File: src/rtl/ext_mem_loader.sv
// +--------------------------------------------------------------------------+
// | ext_mem_loader: host-side command engine for the CPU instruction/data    |
// | SRAM ext ports and the CPU enable; valid/ready command and response.     |
// | Optional: LOADER_READBACK_CHK_EN verifies every write by reading it back. |
// | Revision: 1.0                                                            |
// +--------------------------------------------------------------------------+
`default_nettype none

module ext_mem_loader #(
  parameter int ADDR_W = 32,
  parameter int DATA_W = 32,
  parameter int RD_LAT = 1,
  parameter int CNT_W  = 32
) (
  input  logic              clk,
  input  logic              arst_n,
  input  logic              cmd_valid,
  output logic              cmd_ready,
  input  logic [2:0]        cmd_op,
  input  logic [ADDR_W-1:0] cmd_addr,
  input  logic [DATA_W-1:0] cmd_data,
  output logic              rsp_valid,
  input  logic              rsp_ready,
  output logic [DATA_W-1:0] rsp_data,
  output logic              rsp_err,
  output logic [ADDR_W-1:0] addr_ext,
  output logic              wen_ext,
  output logic              ren_ext,
  output logic [DATA_W-1:0] wdata_ext,
  input  logic [DATA_W-1:0] rdata_ext,
  output logic [ADDR_W-1:0] addr_ext_2,
  output logic              wen_ext_2,
  output logic              ren_ext_2,
  output logic [DATA_W-1:0] wdata_ext_2,
  input  logic [DATA_W-1:0] rdata_ext_2,
  output logic              cpu_enable,
  output logic              busy
);

  localparam logic [2:0] OP_WR_IMEM = 3'd0;
  localparam logic [2:0] OP_WR_DMEM = 3'd1;
  localparam logic [2:0] OP_RD_IMEM = 3'd2;
  localparam logic [2:0] OP_RD_DMEM = 3'd3;
  localparam logic [2:0] OP_RUN     = 3'd4;
  localparam logic [2:0] WAIT_LAST  = 3'(RD_LAT - 1);

  typedef enum logic [2:0] {
    S_IDLE  = 3'd0,
    S_WRITE = 3'd1,
    S_READ  = 3'd2,
    S_RWAIT = 3'd3,
    S_RUN   = 3'd4,
    S_RESP  = 3'd5
  } state_t;

  state_t            state, state_nx;
  logic              sel_dmem;
  logic [ADDR_W-1:0] addr_q;
  logic [DATA_W-1:0] data_q;
  logic [CNT_W-1:0]  run_len;
  logic [CNT_W-1:0]  run_cnt;
  logic [2:0]        wait_cnt;
  logic              port_act;
  logic [DATA_W-1:0] rdata_sel;
`ifdef LOADER_READBACK_CHK_EN
  logic              chk;
`endif

  // Ops 0..3 encode the target SRAM in bit 0: even = instruction, odd = data.
  assign rdata_sel = sel_dmem ? rdata_ext_2 : rdata_ext;

  always_comb begin
    state_nx = state;
    case (state)
      S_IDLE: begin
        if (cmd_valid) begin
          case (cmd_op)
            OP_WR_IMEM, OP_WR_DMEM: state_nx = S_WRITE;
            OP_RD_IMEM, OP_RD_DMEM: state_nx = S_READ;
            OP_RUN:  state_nx = (cmd_data[CNT_W-1:0] == '0) ? S_RESP : S_RUN;
            default: state_nx = S_RESP;
          endcase
        end
      end
      S_WRITE: begin
`ifdef LOADER_READBACK_CHK_EN
        state_nx = S_READ;
`else
        state_nx = S_IDLE;
`endif
      end
      S_READ:  state_nx = S_RWAIT;
      S_RWAIT: begin
        if (wait_cnt == WAIT_LAST) begin
`ifdef LOADER_READBACK_CHK_EN
          if (chk && (rdata_sel == data_q)) state_nx = S_IDLE;
          else                               state_nx = S_RESP;
`else
          state_nx = S_RESP;
`endif
        end
      end
      S_RUN:   if (run_cnt == CNT_W'(1)) state_nx = S_RESP;
      S_RESP:  if (rsp_ready) state_nx = S_IDLE;
      default: state_nx = S_IDLE;
    endcase
  end

  always_ff @(posedge clk) begin
    if (!arst_n) begin
      state    <= S_IDLE;
      sel_dmem <= 1'b0;
      addr_q   <= '0;
      data_q   <= '0;
      run_len  <= '0;
      run_cnt  <= '0;
      wait_cnt <= '0;
      rsp_data <= '0;
      rsp_err  <= 1'b0;
`ifdef LOADER_READBACK_CHK_EN
      chk      <= 1'b0;
`endif
    end else begin
      state <= state_nx;
      case (state)
        S_IDLE: begin
          if (cmd_valid) begin
            sel_dmem <= cmd_op[0];
            addr_q   <= cmd_addr;
            data_q   <= cmd_data;
            run_len  <= cmd_data[CNT_W-1:0];
            run_cnt  <= cmd_data[CNT_W-1:0];
            rsp_data <= '0;
            rsp_err  <= (cmd_op > OP_RUN);
          end
        end
        S_WRITE: begin
`ifdef LOADER_READBACK_CHK_EN
          chk <= 1'b1;
`endif
        end
        S_READ: wait_cnt <= '0;
        S_RWAIT: begin
          wait_cnt <= wait_cnt + 3'd1;
          if (wait_cnt == WAIT_LAST) begin
            rsp_data <= rdata_sel;
`ifdef LOADER_READBACK_CHK_EN
            rsp_err  <= chk && (rdata_sel != data_q);
            chk      <= 1'b0;
`endif
          end
        end
        S_RUN: begin
          run_cnt <= run_cnt - CNT_W'(1);
          if (run_cnt == CNT_W'(1)) rsp_data <= DATA_W'(run_len);
        end
        S_RESP: if (rsp_ready) rsp_err <= 1'b0;
        default: ;
      endcase
    end
  end

  // Address is held on the selected port through WRITE/READ/RWAIT; idle ports drive zero.
  assign port_act    = (state == S_WRITE) || (state == S_READ) || (state == S_RWAIT);
  assign cmd_ready   = (state == S_IDLE);
  assign rsp_valid   = (state == S_RESP);
  assign busy        = (state != S_IDLE);
  assign cpu_enable  = (state == S_RUN);

  assign wen_ext     = (state == S_WRITE) && !sel_dmem;
  assign ren_ext     = (state == S_READ)  && !sel_dmem;
  assign addr_ext    = (port_act && !sel_dmem) ? addr_q : '0;
  assign wdata_ext   = wen_ext ? data_q : '0;

  assign wen_ext_2   = (state == S_WRITE) && sel_dmem;
  assign ren_ext_2   = (state == S_READ)  && sel_dmem;
  assign addr_ext_2  = (port_act && sel_dmem) ? addr_q : '0;
  assign wdata_ext_2 = wen_ext_2 ? data_q : '0;

endmodule

`default_nettype wire
File: config.mk
export PLATFORM = sky130hd
export DESIGN_NAME = ext_mem_loader
export DESIGN_NICKNAME = d
export VERILOG_FILES = /design/src/rtl/ext_mem_loader.sv
export SDC_FILE = /design/constraint.sdc
export NUM_CORES = 1
export LEC_CHECK = 0
export ABC_AREA = 1
export BUFFER_PORTS_ARGS = -buffer_cell sky130_fd_sc_hd__buf_2
export CAP_MARGIN = 20
export CORE_UTILIZATION = 50
export CTS_BUF_LIST = sky130_fd_sc_hd__clkbuf_2
export DETAILED_ROUTE_END_ITERATION = 8
export PLACE_DENSITY = 0.84
export REMOVE_ABC_BUFFERS = 1
export SLEW_MARGIN = 15
export SYNTH_ARGS = -nofsm -noshare
export SYNTH_HDL_FRONTEND = slang
export SYNTH_SLANG_ARGS = --single-unit
File: constraint.sdc
create_clock -name clk -period 4.3 [get_ports clk]
set_input_delay 0.43 -clock clk [delete_from_list [all_inputs] [get_ports clk]]
set_output_delay 0.43 -clock clk [all_outputs]
set_load 0.005 [all_outputs]
After elaboration in Yosys (flattened, before gate mapping)
Cells that the tools add are included.
- $add $sub $neg: 2
- order comparisons: 1
- equality and inequality tests: 14
- multiplexer cells: 22
- reductions and logical operators: 25
- operators with widths (cell ; count):
    $mux W32 ; 9
    $pmux W32 S3 ; 1
    $pmux W32 S2 ; 1
    $eq A32 B1 Y1 const B ; 1
    $logic_not A32 Y1 ; 1
    $sub A32 B1 Y32 const B ; 1
    $pmux W3 S5 ; 1
    $eq A3 B2 Y1 const B ; 4
    $mux W3 ; 4
    $eq A3 B3 Y1 const B ; 3
    $logic_not A3 Y1 ; 3
    $pmux W3 S3 ; 1
    $reduce_and A4 Y1 ; 2
    $eq A3 B1 Y1 const B ; 2
    $logic_and A1 B1 Y1 ; 6
    $pmux W3 S2 ; 1
    $reduce_bool A2 Y1 ; 3
    $reduce_bool A3 Y1 ; 2
    $ne A2 B1 Y1 const B ; 2
    $ne A2 B2 Y1 const B ; 2
    $reduce_and A2 Y1 ; 2
    $reduce_or A2 Y1 ; 2
    $add A3 B1 Y3 const B ; 1
    $gt A3 B3 Y1 const B ; 1
    other kinds (5) ; 8
- register bits after elaboration: 136
- input port bits: 135
- output and inout bits: 169

Logic depth before layout (Yosys ltp)
- depth in word-level cells: 5
- gate-level depth with buffers: 11

Least setup slack after synthesis
OpenSTA, ideal clock, no wires.
- kind: reg2out
- start: register state[0]
- end: output port wdata_ext_2[10]
- arrival time: 1.163 ns
- setup slack: 2.707 ns
- stages on the path, launching flop included: 8
- cells stage by stage: dfxtp_1 > nand2_1 > nor2_1 > inv_1 > nor2_1 > inv_1 > clkbuf_1 > nor2_1
- cells in the longest elaborated chain, start to end: 3
- RTL lines (element ; line ; text):
    start: declaration ; 56 ; state_t state, state_nx;
    start signal: assignment ; 124 ; state <= state_nx;
    $eq A3 B1 Y1 ; 175 ; assign wen_ext_2 = (state == S_WRITE) && sel_dmem;
    $logic_and A1 B1 Y1 ; 175 ;
    via wen_ext_2 ; 32 ; output logic wen_ext_2,
    $mux W32 ; 178 ; assign wdata_ext_2 = wen_ext_2 ? data_q : '0;
    end: declaration ; 34 ; output logic [DATA_W-1:0] wdata_ext_2,
The timed path passes the listed nets, and every way through them passes these cells.

Worst setup path in the final report
- start: register sel_dmem
- end: output port addr_ext[0]
- cells in the longest elaborated chain, start to end: 3
- RTL lines (element ; line ; text):
    start: declaration ; 57 ; logic sel_dmem;
    start signal: assignment ; 128 ; sel_dmem <= cmd_op[0];
    $logic_not A1 Y1 ; 172 ; assign addr_ext = (port_act && !sel_dmem) ? addr_q : '0;
    $logic_and A1 B1 Y1 ; 172 ;
    $mux W32 ; 172 ;
    end: declaration ; 26 ; output logic [ADDR_W-1:0] addr_ext,
No other way between the ends.

==> results.sh <==
export IMPL_status="complete, no violations"
export IMPL_setup_viol=0
export IMPL_ys_seq_area_share_pct=34.3
export IMPL_path_clk_slew_ns=0.19
export IMPL_antenna_found_initial=2
export IMPL_power_switching_uw=2240
export IMPL_clk_insertion_delay_late_ns=0.74
export IMPL_finalNetCount=1636
export IMPL_ys_types=41
export IMPL_grt_pass1_vias=8070
export IMPL_wl_per_cell_um=15.1
export IMPL_yosys_top_cells_count="nor2_1, nand2_1, dfxtp_1, inv_1, a21oi_1"
export IMPL_clock_sinks=136
export IMPL_arrival_ns=2.78
export IMPL_hold_start="cmd_op[2]"
export IMPL_rsz0062_at_grt="no"
export IMPL_crit_path_end_kind="output port"
export IMPL_routed_wl_um=26100
export IMPL_synth_top_cell_area_share_pct=34.3
export IMPL_required_ns=3.87
export IMPL_holdPathStages=6
export IMPL_p_per_area_nw_per_um2=448
export IMPL_r2r_start="state[0]$_SDFFE_PN0P_"
export IMPL_syn_area_um2=7950
export IMPL_die_area_um2=16400
export IMPL_worst_ir_drop_vdd_mv=0.307
export IMPL_fin_crit_sh_pct=74.8
export IMPL_crit_chain="inv_2 > nand3_2 > nor2_1 > buf_2"
export IMPL_regArea_um2=2720
export IMPL_cts_resized=0
export IMPL_synth_most_common_cell="nor2_1"
export IMPL_drc=0
export IMPL_place_congestion=0.935
export IMPL_placeableCoreArea_um2=15400
export IMPL_cts_path_max_buffers=2
export IMPL_fin_ws_ns=1.09
export IMPL_avgSynthCellArea_um2=6.77
export IMPL_ys_flop_type="dfxtp_1"
export IMPL_r2r_end="run_cnt[0]$_SDFFE_PN0P_"
export IMPL_cts_max_level=4
export IMPL_yosys_warnings=0
export IMPL_ys_ff_latch=136
export IMPL_worst_path_buf_inv=2
export IMPL_drt_iter0_drc=795
export IMPL_power_share_sequential_pct=36.5
export IMPL_crit_family="simple AND/OR/NAND/NOR gates"
export IMPL_dieWidth_um=128
export IMPL_combPwrFrac_pct=49.6
export IMPL_dpl_hpwl_um=17200
export IMPL_grt_max_degree=110
export IMPL_overflow=0
export IMPL_antenna_left=0
export IMPL_max_slew_worst_pin_slew_ns=1.09
export IMPL_final_max_slew_violation_count=0
export IMPL_path_class="reg2out"
export IMPL_multi_input_area_um2=4370
export IMPL_pwr_share_clk_pct=14.0
export IMPL_p_sw_share_pct=48.8
export IMPL_clock_skew_ns=0.0245
export IMPL_slew_headroom_pct=27.5
export IMPL_synth_edff_count=0
export IMPL_critical_path_slowest_cell="nand3_2"
export IMPL_start_kind="flop"
export IMPL_fillers=1283
export IMPL_die_h_um=128
export IMPL_layout_drive_gt1_share_pct=32.8
export IMPL_async_flop_share_pct=0
export IMPL_numCtsBuffers=17
export IMPL_syn_inst=1174
export IMPL_root_buffer="clkbuf_2"
export IMPL_hold_path_end="state[1]$_SDFFE_PN0P_"
export IMPL_slowest_delay_ns=0.68
export IMPL_fp_row_count=45
export IMPL_io_pins=304
export IMPL_fin_crit_ns=3.21
export IMPL_yosys_area_top_type="dfxtp_1"
export IMPL_internal_power_uw=2360
export IMPL_drv_cap=0
export IMPL_grt_use_total_pct=31.2
export IMPL_start_util_pct=51.7
export IMPL_cp_max_fo=36
export IMPL_synth_area_leaders="dfxtp_1, nor2_1, nand2_1, a21oi_1, inv_1"
export IMPL_cts_tree="yes"
export IMPL_grt_pass1_wl_um=40400
export IMPL_area_delta_synth_final_pct=29.0
export IMPL_dr_pass1_iters=5
export IMPL_p_leak_uw=0.00466
export IMPL_dp_slack_ns=1.67
export IMPL_r2r_slack_ns=1.64
export IMPL_max_freq_mhz=311
export IMPL_rr_worst_depth=6
export IMPL_via_per_inst=5.27
export IMPL_setup_tns_ns=0
export IMPL_vias=9081
export IMPL_place_port_buffers=303
export IMPL_holdCritPathClass="in2reg"
export IMPL_finalHoldViolations=0
-- layout by cell type, fill, tap and decap left out, types with 32 or more instances in the layout --
cell / n
a21oi_1: 89
inv_1: 109
or2_2: 33
dfxtp_1: 136
dlygate4sd3_1: 66
nand3_2: 33
o211ai_1: 40
nor2_1: 215
o21ai_0: 67
buf_2: 303
nand3_1: 34
nand2_1: 209
nand2_2: 32
-- power groups by stage --
stage | combinational (µW) | sequential, µW | clock (µW)
after CTS | 2230 | 1670 | 650
after detailed placement | 2170 | 1700 | 0
after floorplan | 1560 | 1670 | 0
after global routing | 2540 | 1710 | 709
final | 2280 | 1680 | 642
after global placement | 2130 | 1690 | 0
-- state kept, by name (all words and copies together) (netlist names) --
signal and cells:
addr_q 32, rsp_data 32, rsp_err 1, run_cnt 32, run_len 32, sel_dmem 1
state 3, wait_cnt 3
-- layout make-up --
| type | instances | share of cell area, % |
|---|---|---|
| multi-input cells | 847 | 42.6 |
| flip-flops and latches | 136 | 26.5 |
| repair buffers | 375 | 22.0 |
| inverters | 120 | 4.43 |
| well taps | 211 | 2.57 |
| clock buffers | 20 | 0.976 |
| clock inverters | 12 | 0.781 |
| diodes | 3 | 0.0732 |
-- stage by stage --
stage,hold slack (ns),instance area [µm²],instances,utilization [%],total power (µW)
floorplan,0.445,7530,1103,-,3230
global placement,0.447,9350,1621,60.8,3820
detailed placement,0.450,9350,1621,60.8,3870
CTS,0.0460,10200,1719,66.3,4550
global route,0.0943,10300,1724,66.7,4950
finish,0.0960,10300,1724,66.7,4600
-- logic make-up (layout without fill, tap and decap cells) --
kind of cell / after synthesis / after routing / synth area share, %
flip-flops: 136 / 136 / 34.3
adder cells (fa/ha/maj): 4 / 4 / 0.630
AND/OR/NAND/NOR: 583 / 583 / 34.4
XOR/XNOR: 5 / 5 / 0.551
AO/OA/AOI/OAI: 255 / 255 / 19.1
buffers and inverters: 191 / 527 / 11.0
other: 0 / 3 / 0
-- worst max path at each step --
stage	startpoint	cells after the start	end
after floorplan	state[2]$_SDFFE_PN0P_	6	run_cnt[0]$_SDFFE_PN0P_
final	sel_dmem$_SDFFE_PN0P_	4	addr_ext[0]
after global placement	state[0]$_SDFFE_PN0P_	8	run_cnt[2]$_SDFFE_PN0P_
after detailed placement	sel_dmem$_SDFFE_PN0P_	4	addr_ext[0]
after global routing	sel_dmem$_SDFFE_PN0P_	4	addr_ext[0]
after CTS	sel_dmem$_SDFFE_PN0P_	4	addr_ext[0]
-- layer usage --
metal	vias to the layer above	GRT usage [%]	wire length (µm)
li1	4422	-	-
met1	4108	36.9	10700
met2	441	53.0	12500
met3	110	5.63	1670
met4	0	17.6	1300
met5	-	0	0
-- worst register-to-register path: stages (launching register included) --
cell and delay, ns:
dfxtp_1 0.49, nor2_4 0.11, nand2_4 0.45, inv_2 0.38, nor2_2 0.83, o21ai_0 0.16
a21oi_1 0.18
-- timing repair --
action | CTS | global route
hold endpoints to repair | 71 | 0
hold buffers | 66 | 0
setup endpoints to repair | 0 | 0
setup buffers | 0 | 0
Power figures use the tool's default switching activity.
